**src/rtl/cpu_defs_pkg.sv**
```systemverilog
// Definitions shared by the fetch unit and the control unit: word width,
// opcodes, PCSrc encodings and the fetch FSM state type.
package cpu_defs_pkg;

  localparam int WORD_W = 32;

  typedef logic [WORD_W-1:0] word_t;

  localparam logic [5:0] OP_RTYPE = 6'b000000;
  localparam logic [5:0] OP_J     = 6'b000010;
  localparam logic [5:0] OP_BEQ   = 6'b000100;
  localparam logic [5:0] OP_ADDI  = 6'b001000;
  localparam logic [5:0] OP_LW    = 6'b100011;
  localparam logic [5:0] OP_SW    = 6'b101011;
  localparam logic [5:0] OP_HALT  = 6'b111111;

  localparam logic [1:0] PCSRC_SEQ = 2'b00;
  localparam logic [1:0] PCSRC_BR  = 2'b01;
  localparam logic [1:0] PCSRC_JMP = 2'b10;

  typedef enum logic [2:0] {
    FETCH_REQ,
    FETCH_WAIT,
    FETCH_EXEC,
    FETCH_HALT,
    FETCH_FAULT
  } fetchState_t;

endpackage

```
**src/rtl/instruction_fetch_unit_next_pc_calc.sv**
```systemverilog
// Combinational next-PC selection. The reserved PCSrc code falls back to the
// sequential path, and the result is always word aligned.
module next_pc_calc
  import cpu_defs_pkg::*;
(
  input  logic [WORD_W-1:0] pcPlus4,
  input  logic [WORD_W-1:0] extImm,
  input  logic [25:0]       jumpTarget,
  input  logic [1:0]        pcSrc,
  output logic [WORD_W-1:0] nextPc
);

  logic [WORD_W-1:0] rawPc;

  always_comb begin
    rawPc = pcPlus4;
    case (pcSrc)
      PCSRC_BR:  rawPc = pcPlus4 + (extImm << 2);
      PCSRC_JMP: rawPc = {pcPlus4[31:28], jumpTarget, 2'b00};
      default:   rawPc = pcPlus4;
    endcase
    nextPc = {rawPc[WORD_W-1:2], 2'b00};
  end

endmodule

```
**src/rtl/instruction_fetch_unit.sv**
```systemverilog
// Instruction fetch unit: owns PC/IR, runs the REQ/WAIT/EXEC fetch loop
// against a variable-latency memory, and freezes on halt or memory timeout.
module instruction_fetch_unit
  import cpu_defs_pkg::*;
#(
  parameter logic [WORD_W-1:0] RESET_PC = 32'h0000_0000,
  parameter int                MAX_WAIT = 15
) (
  input  logic              CLK,
  input  logic              Reset,
  input  logic              PCWre,
  input  logic [1:0]        PCSrc,
  input  logic [WORD_W-1:0] ExtImm,
  output logic              imem_req,
  output logic [WORD_W-1:0] imem_addr,
  input  logic              imem_ready,
  input  logic [WORD_W-1:0] imem_rdata,
  output logic [WORD_W-1:0] IR,
  output logic [5:0]        OpCode,
  output logic              InsValid,
  output logic [WORD_W-1:0] PC,
  output logic [WORD_W-1:0] PC4,
  output logic              Halted,
  output logic              ImemFault
);

  // Count value seen on the last permitted WAIT cycle without ready.
  localparam logic [7:0] WAIT_LAST = 8'(MAX_WAIT - 1);

  fetchState_t       state;
  logic [7:0]        waitCnt;
  logic [WORD_W-1:0] nextPc;

  assign imem_addr = PC;
  assign PC4       = PC + 32'd4;
  assign OpCode    = IR[31:26];

  next_pc_calc uNextPc (
    .pcPlus4   (PC4),
    .extImm    (ExtImm),
    .jumpTarget(IR[25:0]),
    .pcSrc     (PCSrc),
    .nextPc    (nextPc)
  );

  // Outputs are registered alongside the state, so each one is set on the
  // edge that enters the state it belongs to.
  always_ff @(posedge CLK) begin
    if (Reset) begin
      state     <= FETCH_REQ;
      PC        <= RESET_PC;
      IR        <= '0;
      waitCnt   <= '0;
      imem_req  <= 1'b0;
      InsValid  <= 1'b0;
      Halted    <= 1'b0;
      ImemFault <= 1'b0;
    end else begin
      case (state)
        FETCH_REQ: begin
          waitCnt  <= '0;
          imem_req <= 1'b1;
          state    <= FETCH_WAIT;
        end
        FETCH_WAIT: begin
          if (imem_ready) begin
            IR       <= imem_rdata;
            imem_req <= 1'b0;
            InsValid <= 1'b1;
            state    <= FETCH_EXEC;
          end else if (waitCnt == WAIT_LAST) begin
            imem_req  <= 1'b0;
            Halted    <= 1'b1;
            ImemFault <= 1'b1;
            state     <= FETCH_FAULT;
          end else begin
            waitCnt <= waitCnt + 8'd1;
          end
        end
        FETCH_EXEC: begin
          InsValid <= 1'b0;
          if (PCWre) begin
            PC       <= nextPc;
            imem_req <= 1'b1;
            state    <= FETCH_REQ;
          end else begin
            Halted <= 1'b1;
            state  <= FETCH_HALT;
          end
        end
        FETCH_HALT, FETCH_FAULT: begin
          state <= state;
        end
        default: begin
          imem_req  <= 1'b0;
          InsValid  <= 1'b0;
          Halted    <= 1'b1;
          ImemFault <= 1'b1;
          state     <= FETCH_FAULT;
        end
      endcase
    end
  end

endmodule

```
**config.mk**
```make
export PLATFORM = sky130hd
export DESIGN_NAME = instruction_fetch_unit
export DESIGN_NICKNAME = d
export VERILOG_FILES = /design/src/rtl/cpu_defs_pkg.sv /design/src/rtl/instruction_fetch_unit_next_pc_calc.sv /design/src/rtl/instruction_fetch_unit.sv
export SDC_FILE = /design/constraint.sdc
export NUM_CORES = 1
export LEC_CHECK = 0
export ABC_AREA = 1
export CAP_MARGIN = 20
export CORE_MARGIN = 1.5
export CORE_UTILIZATION = 40
export CTS_BUF_LIST = sky130_fd_sc_hd__clkbuf_8
export CTS_CLUSTER_SIZE = 20
export DETAILED_ROUTE_END_ITERATION = 6
export GPL_TIMING_DRIVEN = 0
export PLACE_DENSITY = 0.7
export SKIP_CTS_REPAIR_TIMING = 1
export SYNTH_ARGS = -nofsm -noshare
export SYNTH_HDL_FRONTEND = slang
export SYNTH_SLANG_ARGS = --single-unit
```
**constraint.sdc**
```tcl
create_clock -name CLK -period 5.3 [get_ports CLK]
set_input_delay 0.795 -clock CLK [delete_from_list [all_inputs] [get_ports CLK]]
set_output_delay 0.795 -clock CLK [all_outputs]
set_load 0.02 [all_outputs]
```
Word-level counts from Yosys, hierarchy flattened
Cells that the tools add are included.
Storage, ports and cells
  bits in registers: 77
  logic and storage cells: 60
  input bits: 70
  output and inout bits: 138
Operators by class
  equal/unequal tests: 14
  bitwise logic cells: 3
  reductions and logical operators: 13
  add/sub/neg operators: 3
  muxes and demuxes: 19
Operator list (count)
  one-hot mux 32 bit (2 select lines): 1
  adder 32 x 3 -> 32 bit, second input constant: 1
  adder 32 bit: 1
  2-to-1 mux 8 bit: 2
  one-hot mux 8 bit (2 select lines): 1
  != test 2 bit, second input constant: 6
  one-hot mux 3 bit (4 select lines): 1
  AND reduction 3 bit: 3
  adder 8 x 1 -> 8 bit, second input constant: 1
  equality test 8 x 4 -> 1 bit, second input constant: 1
  AND reduction 2 bit: 4
  2-to-1 mux 1 bit: 7
  equality test 3 x 2 -> 1 bit, second input constant: 2
  2-to-1 mux 3 bit: 2
  one-hot mux 1 bit (2 select lines): 2
  one-hot mux 1 bit (4 select lines): 1
  AND reduction 4 bit: 1
  OR reduction 4 bit: 1
  equality test 3 x 1 -> 1 bit, second input constant: 1
  equality test 3 bit, second input constant: 1
  zero test 3 bit: 1
  != test 3 bit, second input constant: 1
  NOT 1 bit: 3
  one-hot mux 1 bit (3 select lines): 1
  6 further kinds: 6

Longest topological paths before layout
Gate-level depths: netlist of the first run.
  word-level depth: 4
  mapped depth: 22
  depth with buffers taken out: 22

Cells and area by module
A second synthesis of the first run with hierarchy kept.
Unflattened totals
  cell total of the unflattened synthesis: 1153
  area, all modules: 6795.3 um^2
Modules (own cells, without submodules)
  instruction_fetch_unit: cells an instance 592, times used 1, area an instance 4051.4 um^2, sequential area each 1581.5 um^2
  next_pc_calc: cells an instance 561, times used 1, area an instance 2743.9 um^2, sequential area each 0.0 um^2

Worst setup path before layout of the first run
OpenSTA, ideal clock, no wires.
  kind: reg-to-reg
  start point: reg PC[2]
  end point: reg PC[22]
  data arrival time: 2.784 ns
  library setup time: 0.132 ns
  data required time: 5.168 ns
  buffers on the path: 0
  clock period less this slack: 2.916 ns
  slack: 2.384 ns
  stages on the path, launching flop included: 18
  path through: dfxtp_1 -> ha_1 -> nand3_1 -> nor2_1 -> xor2_1 -> inv_1 -> ha_1 -> nand2_1 -> nor2_1 -> inv_1 -> nor2_1 -> nand4_1 -> nand3_1 -> nand2_1 -> nand3_1 -> nand2_1 -> nand2_1 -> a21oi_1
Between the ends
  cells in the longest elaborated chain, start to end: 3
Ends and longest elaborated chain
  from (decl): RTL line instruction_fetch_unit.sv:21  | output logic [WORD_W-1:0] PC,
  from (signal assigned): RTL line instruction_fetch_unit.sv:83  | PC <= nextPc;
  adder 32 x 3 -> 32 bit: RTL line instruction_fetch_unit.sv:35  | assign PC4 = PC + 32'd4;
  via PC4[14]: RTL line instruction_fetch_unit.sv:22  | output logic [WORD_W-1:0] PC4,
  adder 32 bit: RTL line instruction_fetch_unit_next_pc_calc.sv:18  | PCSRC_BR: rawPc = pcPlus4 + (extImm << 2);
  one-hot mux 32 bit (2 select lines): RTL line instruction_fetch_unit_next_pc_calc.sv:17  | case (pcSrc)
The timed path passes the listed nets, and every way through them passes these cells.
A chain may end at the register's enable or synchronous reset.

Final worst setup path of the first run
  start point: reg PC[2]
  end point: reg PC[22]
Between the ends
  cells in the longest elaborated chain, start to end: 3
Ends and longest elaborated chain (RTL line)
  adder 32 x 3 -> 32 bit *: instruction_fetch_unit.sv:35
  adder 32 bit: instruction_fetch_unit_next_pc_calc.sv:18
  one-hot mux 32 bit (2 select lines) *: instruction_fetch_unit_next_pc_calc.sv:17
Every way passes the cells marked *; elsewhere a longest branch is shown, timed or not.

==> results of run 1 <==
==> power groups by stage <==
stage          clock network (mW)  logic (mW)  registers, mW
2_1_floorplan                   0       0.514          0.858
3_3_place_gp                    0        1.03          0.795
3_5_place_dp                    0        1.03          0.796
4_1_cts                     0.530        1.04          0.785
5_1_grt                     0.549        1.14          0.799
6_report                    0.525        1.05          0.786
==> cells by family (layout without fill, tap and decap cells) <==
| kind of cell | count (synthesis) | count (layout) | synth area share, % |
|---|---|---|---|
| other | 1 | 6 | 0.0546 |
| and+or+nand+nor | 606 | 606 | 37.2 |
| buffers and inverters | 239 | 453 | 15.4 |
| adders and majority gates | 40 | 40 | 7.40 |
| DFF | 77 | 77 | 22.5 |
| AOI/OAI and AO/OA | 187 | 187 | 14.4 |
| xor gates and xnor gates | 24 | 24 | 3.06 |
==> flip-flops by register name, summed over array words and instances (netlist names) <==
register / flops
IR: 32
PC: 30
waitCnt: 8
state: 3
Halted: 1
ImemFault: 1
InsValid: 1
imem_req: 1
==> per-layer routing <==
layer	GRT usage, %	up-vias	wire length [µm]
met2	45.6	355	11300
met3	6.31	53	2260
met5	0	-	0
li1	-	4100	-
met4	13.0	0	982
met1	36.8	3624	11200
==> worst min path at each step <==
stage,start,endpoint,depth (start not counted)
after detailed placement,ImemFault$_SDFFE_PP0P_,ImemFault$_SDFFE_PP0P_,2
after global routing,ImemFault$_SDFFE_PP0P_,ImemFault$_SDFFE_PP0P_,2
after global placement,imem_req$_SDFFE_PP0P_,imem_req$_SDFFE_PP0P_,2
after CTS,ImemFault$_SDFFE_PP0P_,ImemFault$_SDFFE_PP0P_,2
final,ImemFault$_SDFFE_PP0P_,ImemFault$_SDFFE_PP0P_,2
after floorplan,waitCnt[7]$_SDFFE_PP0P_,waitCnt[7]$_SDFFE_PP0P_,2
==> critical path: stages, from the launching register on <==
cell	delay (ns)
dfxtp_1	0.61
ha_1	0.40
nand3_1	0.24
nor2_1	0.33
xor2_1	0.26
inv_1	0.13
ha_1	0.39
nand2_1	0.13
nor2_1	0.24
inv_1	0.07
nor2_1	0.23
nand4_1	0.17
nand3_1	0.11
nand2_1	0.05
nand3_1	0.09
nand2_1	0.08
nand2_1	0.10
a21oi_1	0.07
==> through the flow <==
step | hold WS [ns] | cell area (µm²)
2_1_floorplan | 0.465 | 6880
3_3_place_gp | 0.441 | 9140
3_5_place_dp | 0.441 | 9140
4_1_cts | 0.455 | 9370
5_1_grt | 0.490 | 9370
6_report | 0.450 | 9370
==> area by class of cell <==
type                    instances  area (µm²)
flip-flops and latches         77        1540
repair buffers                198        1980
plain buffers                  72         430
well taps                     220         275
clock buffers                  10         138
fillers                      1752        7330
clock inverters                 6        92.6
inverters                     167         627
multi-input cells             863        4280
==> Yosys cell counts, drive strengths merged <==
| library cell | number |
|---|---|
| nand2 | 336 |
| inv | 167 |
| nor2 | 158 |
| a21oi | 93 |
| dfxtp | 77 |
| o21ai | 72 |
| nand3 | 67 |
| buf | 45 |
| ha | 39 |
| clkbuf | 27 |
| nand4 | 16 |
| nor3 | 14 |
| xor2 | 14 |
| xnor2 | 10 |
| nand3b | 8 |
| o21bai | 7 |
| a31oi | 6 |
| o211ai | 4 |
| or2 | 3 |
| and2 | 2 |
| nor3b | 2 |
| a211oi | 1 |
| a21boi | 1 |
| a41oi | 1 |
| conb | 1 |
| fa | 1 |
| o211a | 1 |
| o21a | 1 |
==> metrics, run 1 <==
clock net sink count 77; Data required, critical path 5.54 ns; worst setup path start PC[2]$_SDFFE_PP0P_; total power consumption of the routed design between 2 and 2.5 mW; power density cells about 250 nW/µm²; Std-Cell Rows 47; NetSw 971 µW; final non-filler cell total 1,613; number of cells in the design after placement roughly 1.6k; fraction of power spent switching nets between 40 and 50%; fraction of power consumed by sequential logic roughly 33%; via/cell ratio 5.04; ranking of synthesized cells by area dfxtp_1 (22%), nand2_1 (18%), inv_1 (8.7%); kind of start point of the critical path flop; final worst path period share a little under three quarters; flip-flop and latch count after synthesis between 70 and 80; clock slew at reported path FFs 0.09 ns; Leakage Power 4.41 nW; Worst VDD drop 0.200 mV; post-synthesis instance area about 6900 µm²; initial antenna violation count 0; Critical Path Sink Type flop; final-report setup violation count 0; Synth warnings 0; gate count of the mapped netlist 1,174; Final Wtd Congestion 0.984; first-pass GRT wire length between 30 and 40 mm; FF-to-FF path depth 17; area of the placeable core ~17,000 µm²; share of final-layout standard cells stronger than drive strength 1 under 10%; power share of the combinational group 44.4%; most frequent cells in the layout nand2_1 (328), clkdlybuf4s50_1 (198), inv_1 (160); capturing point of the worst reg2reg path PC[22]$_SDFFE_PP0P_; number of hold violations in the final report 0; reg-to-reg setup timing slack around 1.5 ns; top cell type's share of synthesized area between 20% and 30%; CTS Root Buffer Type clkbuf_8; time the final worst path needs with I/O delays and setup 3.81 ns; max-slew violations 0; total negative slack for setup checks 0 ns; Worst Tran Pin Value 0.698 ns; startpoint-to-endpoint class of the critical path reg -> reg; core utilization of the finished layout a little under three fifths; data arrival time of the critical path between 4 and 5 ns; count of nets left with antenna violations after detail routing 0; drt pass-1 iters 5; post-place setup slack 1.59 ns; type of the tightest min-delay check reg -> reg; number of global-route vias before repair between 7k and 8k; width of the die ~130 µm; vertical die dimension 134 µm; number of maximum-capacitance violations 0; DRC violation count after routing 0; tightest slew margin relative to the limit 53.5%; starting density of the core roughly two fifths; CTS tree done; total inserted antenna cells 0; maximum number of pins on one net before global-route repair 15; worst-skew pair later-pin latency approximately 0.38 ns; count of cell types in the netlist 38; number of H-tree branching levels 3; I/O pin count roughly 210; post-synthesis cell type with the largest combined area dfxtp_1; source of the worst register-to-register timing path PC[2]$_SDFFE_PP0P_; post-route setup slack approximately 1.5 ns; clock power share between 20 and 25%; final wirelength about 26 mm; HPWL reported at the end of detailed placement 21.2 mm; timing endpoint of the critical path PC[22]$_SDFFE_PP0P_; largest fanout on the critical path 7; Fin Clk Skew 0.0193 ns; drt initial violations about 670; status completed; Power Internal about 1.4 mW; sequential area share after synthesis 22.5%; Overall Global Routing Usage about 29%; most common cell after layout, fill and taps aside nand2_1; worst-case clock buffer depth 2; Final #Nets 1,498; DIE AREA roughly 18,000 µm²; # port buffers roughly 200; Congestion Overflow GR 0; Wirelength per Cell between 15 and 20 µm; highest attainable clock frequency about 260 MHz; Area growth syn-to-layout 36.5%; total via count after detailed routing 8,132; Mean Syn Cell Area 5.85 µm²; RSZ-0062 raised after global routing false; CTS Buf Count 9
(Power assumes the default switching activity.)
==> run 2, diff against run 1 <==
PLACE_DENSITY = 0.73   (was 0.7)
clock period = 3.5 ns   (was 5.3 ns; I/O delays follow)
==> metrics, run 2 (synthesized netlist as in run 1, its figures left out) <==
Data required, critical path 3.76 ns (-1.78 ns); DIE AREA 18,000 µm² (unchanged); Critical Path Sink Type flop; total met3 wirelength after detailed routing 2.38 mm (+5.3%); core utilization of the finished layout 56.3% (+0.18 points); kind of start point of the critical path flop; startpoint-to-endpoint class of the critical path reg -> reg; filler cell count 1,740 (-0.68%); clock slew at reported path FFs 0.11 ns (+0.02 ns); number of global-route vias before repair 7,639 (+3.2%); power density cells 369 nW/µm² (+47%); # port buffers 198 (unchanged); footprint of the multi-input gates 4340 µm² (+1.3%); post-route setup slack 0.131 ns (-1.36 ns); most common cell after layout, fill and taps aside nand2_1; total negative slack for setup checks 0 ns (unchanged); max FFs per register 32 (unchanged); time the final worst path needs with I/O delays and setup 3.37 ns (-0.442 ns); worst-case clock buffer depth 2 (unchanged); via/cell ratio 5.10 (+1.1%); Top Layer Used met4; Worst Tran Pin Value 0.584 ns (-0.114 ns); final-report setup violation count 0 (unchanged); count of nets left with antenna violations after detail routing 0 (unchanged); CP Cell Sequence nand2_1 -> nor2_2 -> nand2_2 -> nor2_4 -> nand2_2 -> nor2_1 -> xor2_2 -> inv_1 -> ha_1 -> nand2_1 -> nor2_1 -> inv_1 -> nor2_2 -> nand4_1 -> nand3_1 -> nand2_1 -> nand3_1 -> nand2_1 -> nand2_1 -> a21oi_1; data arrival time of the critical path 3.63 ns (-0.43 ns); area of the placeable core 16,700 µm² (unchanged); final wirelength 26.3 mm (+2.1%); number of hold violations in the final report 0 (unchanged); maximum number of pins on one net before global-route repair 16 (+1); final worst path period share 96.3% (+24 points); Std-Cell Rows 47 (unchanged); HPWL reported at the end of detailed placement 21.6 mm (+1.8%); share of final-layout standard cells stronger than drive strength 1 8.54% (+1.9 points); largest registers IR (32), PC (30), waitCnt (8); tightest slew margin relative to the limit 61.1% (+7.6 points); crit path max-delay cell type dfxtp_2; Final #Nets 1,498 (unchanged); Worst VDD drop 0.341 mV (+71%); total power consumption of the routed design 3.47 mW (+47%); Critical Path Most Common Cell nand2_1; post-place setup slack -0.316 ns (-1.91 ns); register bank with the most flops IR; drt initial violations 673 (+0.75%); Final Wtd Congestion 0.932 (-5.3%); Overall Global Routing Usage 29.1% (+0.58 points); most frequent cells in the layout nand2_1 (328), clkdlybuf4s50_1 (198), inv_1 (160); first-pass GRT wire length 40.6 mm (+3.2%); CTS Root Buffer Type clkbuf_8; width of the die 134 µm (unchanged); Area growth syn-to-layout 36.9%; drt pass-1 iters 5 (unchanged); I/O pin count 208 (unchanged); initial antenna violation count 0 (unchanged); status completed; highest attainable clock frequency 297 MHz (+13%); RSZ-0062 raised after global routing false; total via count after detailed routing 8,222 (+1.1%); met2 WL post-DR 11.6 mm (+2.9%); largest fanout on the critical path 7 (unchanged); longest individual stage delay on the worst path 0.45 ns (-0.16 ns); M1 WL 11.4 mm (+2.0%); CTS Buf Count 9 (unchanged); number of maximum-capacitance violations 0 (unchanged); Leakage Power 4.39 nW (-0.38%); Fin Clk Skew 0.0192 ns (-0.000154 ns); Worst Path Buf+Inv 2 (unchanged); type of the tightest min-delay check reg -> reg; DRC violation count after routing 0 (unchanged); max-slew violations 0 (unchanged); kind of cell adding the most delay to the critical path simple AND/OR/NAND/NOR gates; CTS tree done; number of H-tree branching levels 3 (unchanged); worst-skew pair later-pin latency 0.38 ns (about the same); worst hold slack after final layout 0.453 ns (+0.00293 ns); register cell area after layout 1560 µm² (+1.4%); Wirelength per Cell 16.3 µm (+2.1%); starting density of the core 41.1% (unchanged); clock net sink count 77 (unchanged); total inserted antenna cells 0 (unchanged); Congestion Overflow GR 0 (unchanged); vertical die dimension 134 µm (unchanged)
[run 2: cell count changes in the layout (fill, tap and decap cells not counted), sizes merged]
cell / change
bufinv: -2
clkinv: +2
clkbuf: -1
inv: +1
[run 2: final timing paths]
path	start	endpoint	cells past startpoint	slack, ns
setup reg to reg	PC[5]$_SDFFE_PP0P_	PC[22]$_SDFFE_PP0P_	20	0.13
setup / recovery	PC[5]$_SDFFE_PP0P_	PC[22]$_SDFFE_PP0P_	20	0.13
hold reg to reg	imem_req$_SDFFE_PP0P_	imem_req$_SDFFE_PP0P_	2	0.45
hold / removal	imem_req$_SDFFE_PP0P_	imem_req$_SDFFE_PP0P_	2	0.45
[run 2: tightest hold or removal path: stages (launching register included)]
cell	delay [ns]
dfxtp_1	0.32
inv_1	0.05
a21oi_1	0.05
[run 2: power breakdown]
group	switching, mW	leakage (nW)	internal, mW
combinational	0.935	3.67	0.653
sequential	0.170	0.635	1.03
clock	0.413	0.0881	0.268
[run 2: final cells by class]
| type | instances | share of cell area, % |
|---|---|---|
| sequential | 77 | 16.6 |
| clock buffer | 9 | 1.32 |
| inverter | 167 | 6.67 |
| clock inverter | 7 | 0.612 |
| buffer | 72 | 4.58 |
| multi-input combinational | 863 | 46.2 |
| tap | 220 | 2.93 |
| timing repair buffer | 198 | 21.1 |
[run 2: metrics by stage]
stage | cell area (µm²) | std cells
floorplan | 6880 | 1179
global placement | 9140 | 1597
detailed placement | 9140 | 1597
CTS | 9320 | 1613
global route | 9400 | 1613
finish | 9400 | 1613
[run 2: metal layers]
layer | GRT usage, % | vias to the layer above
li1 | - | 4103
met1 | 37.7 | 3675
met2 | 48.7 | 387
met3 | 6.05 | 57
met4 | 8.82 | 0
met5 | 0 | -
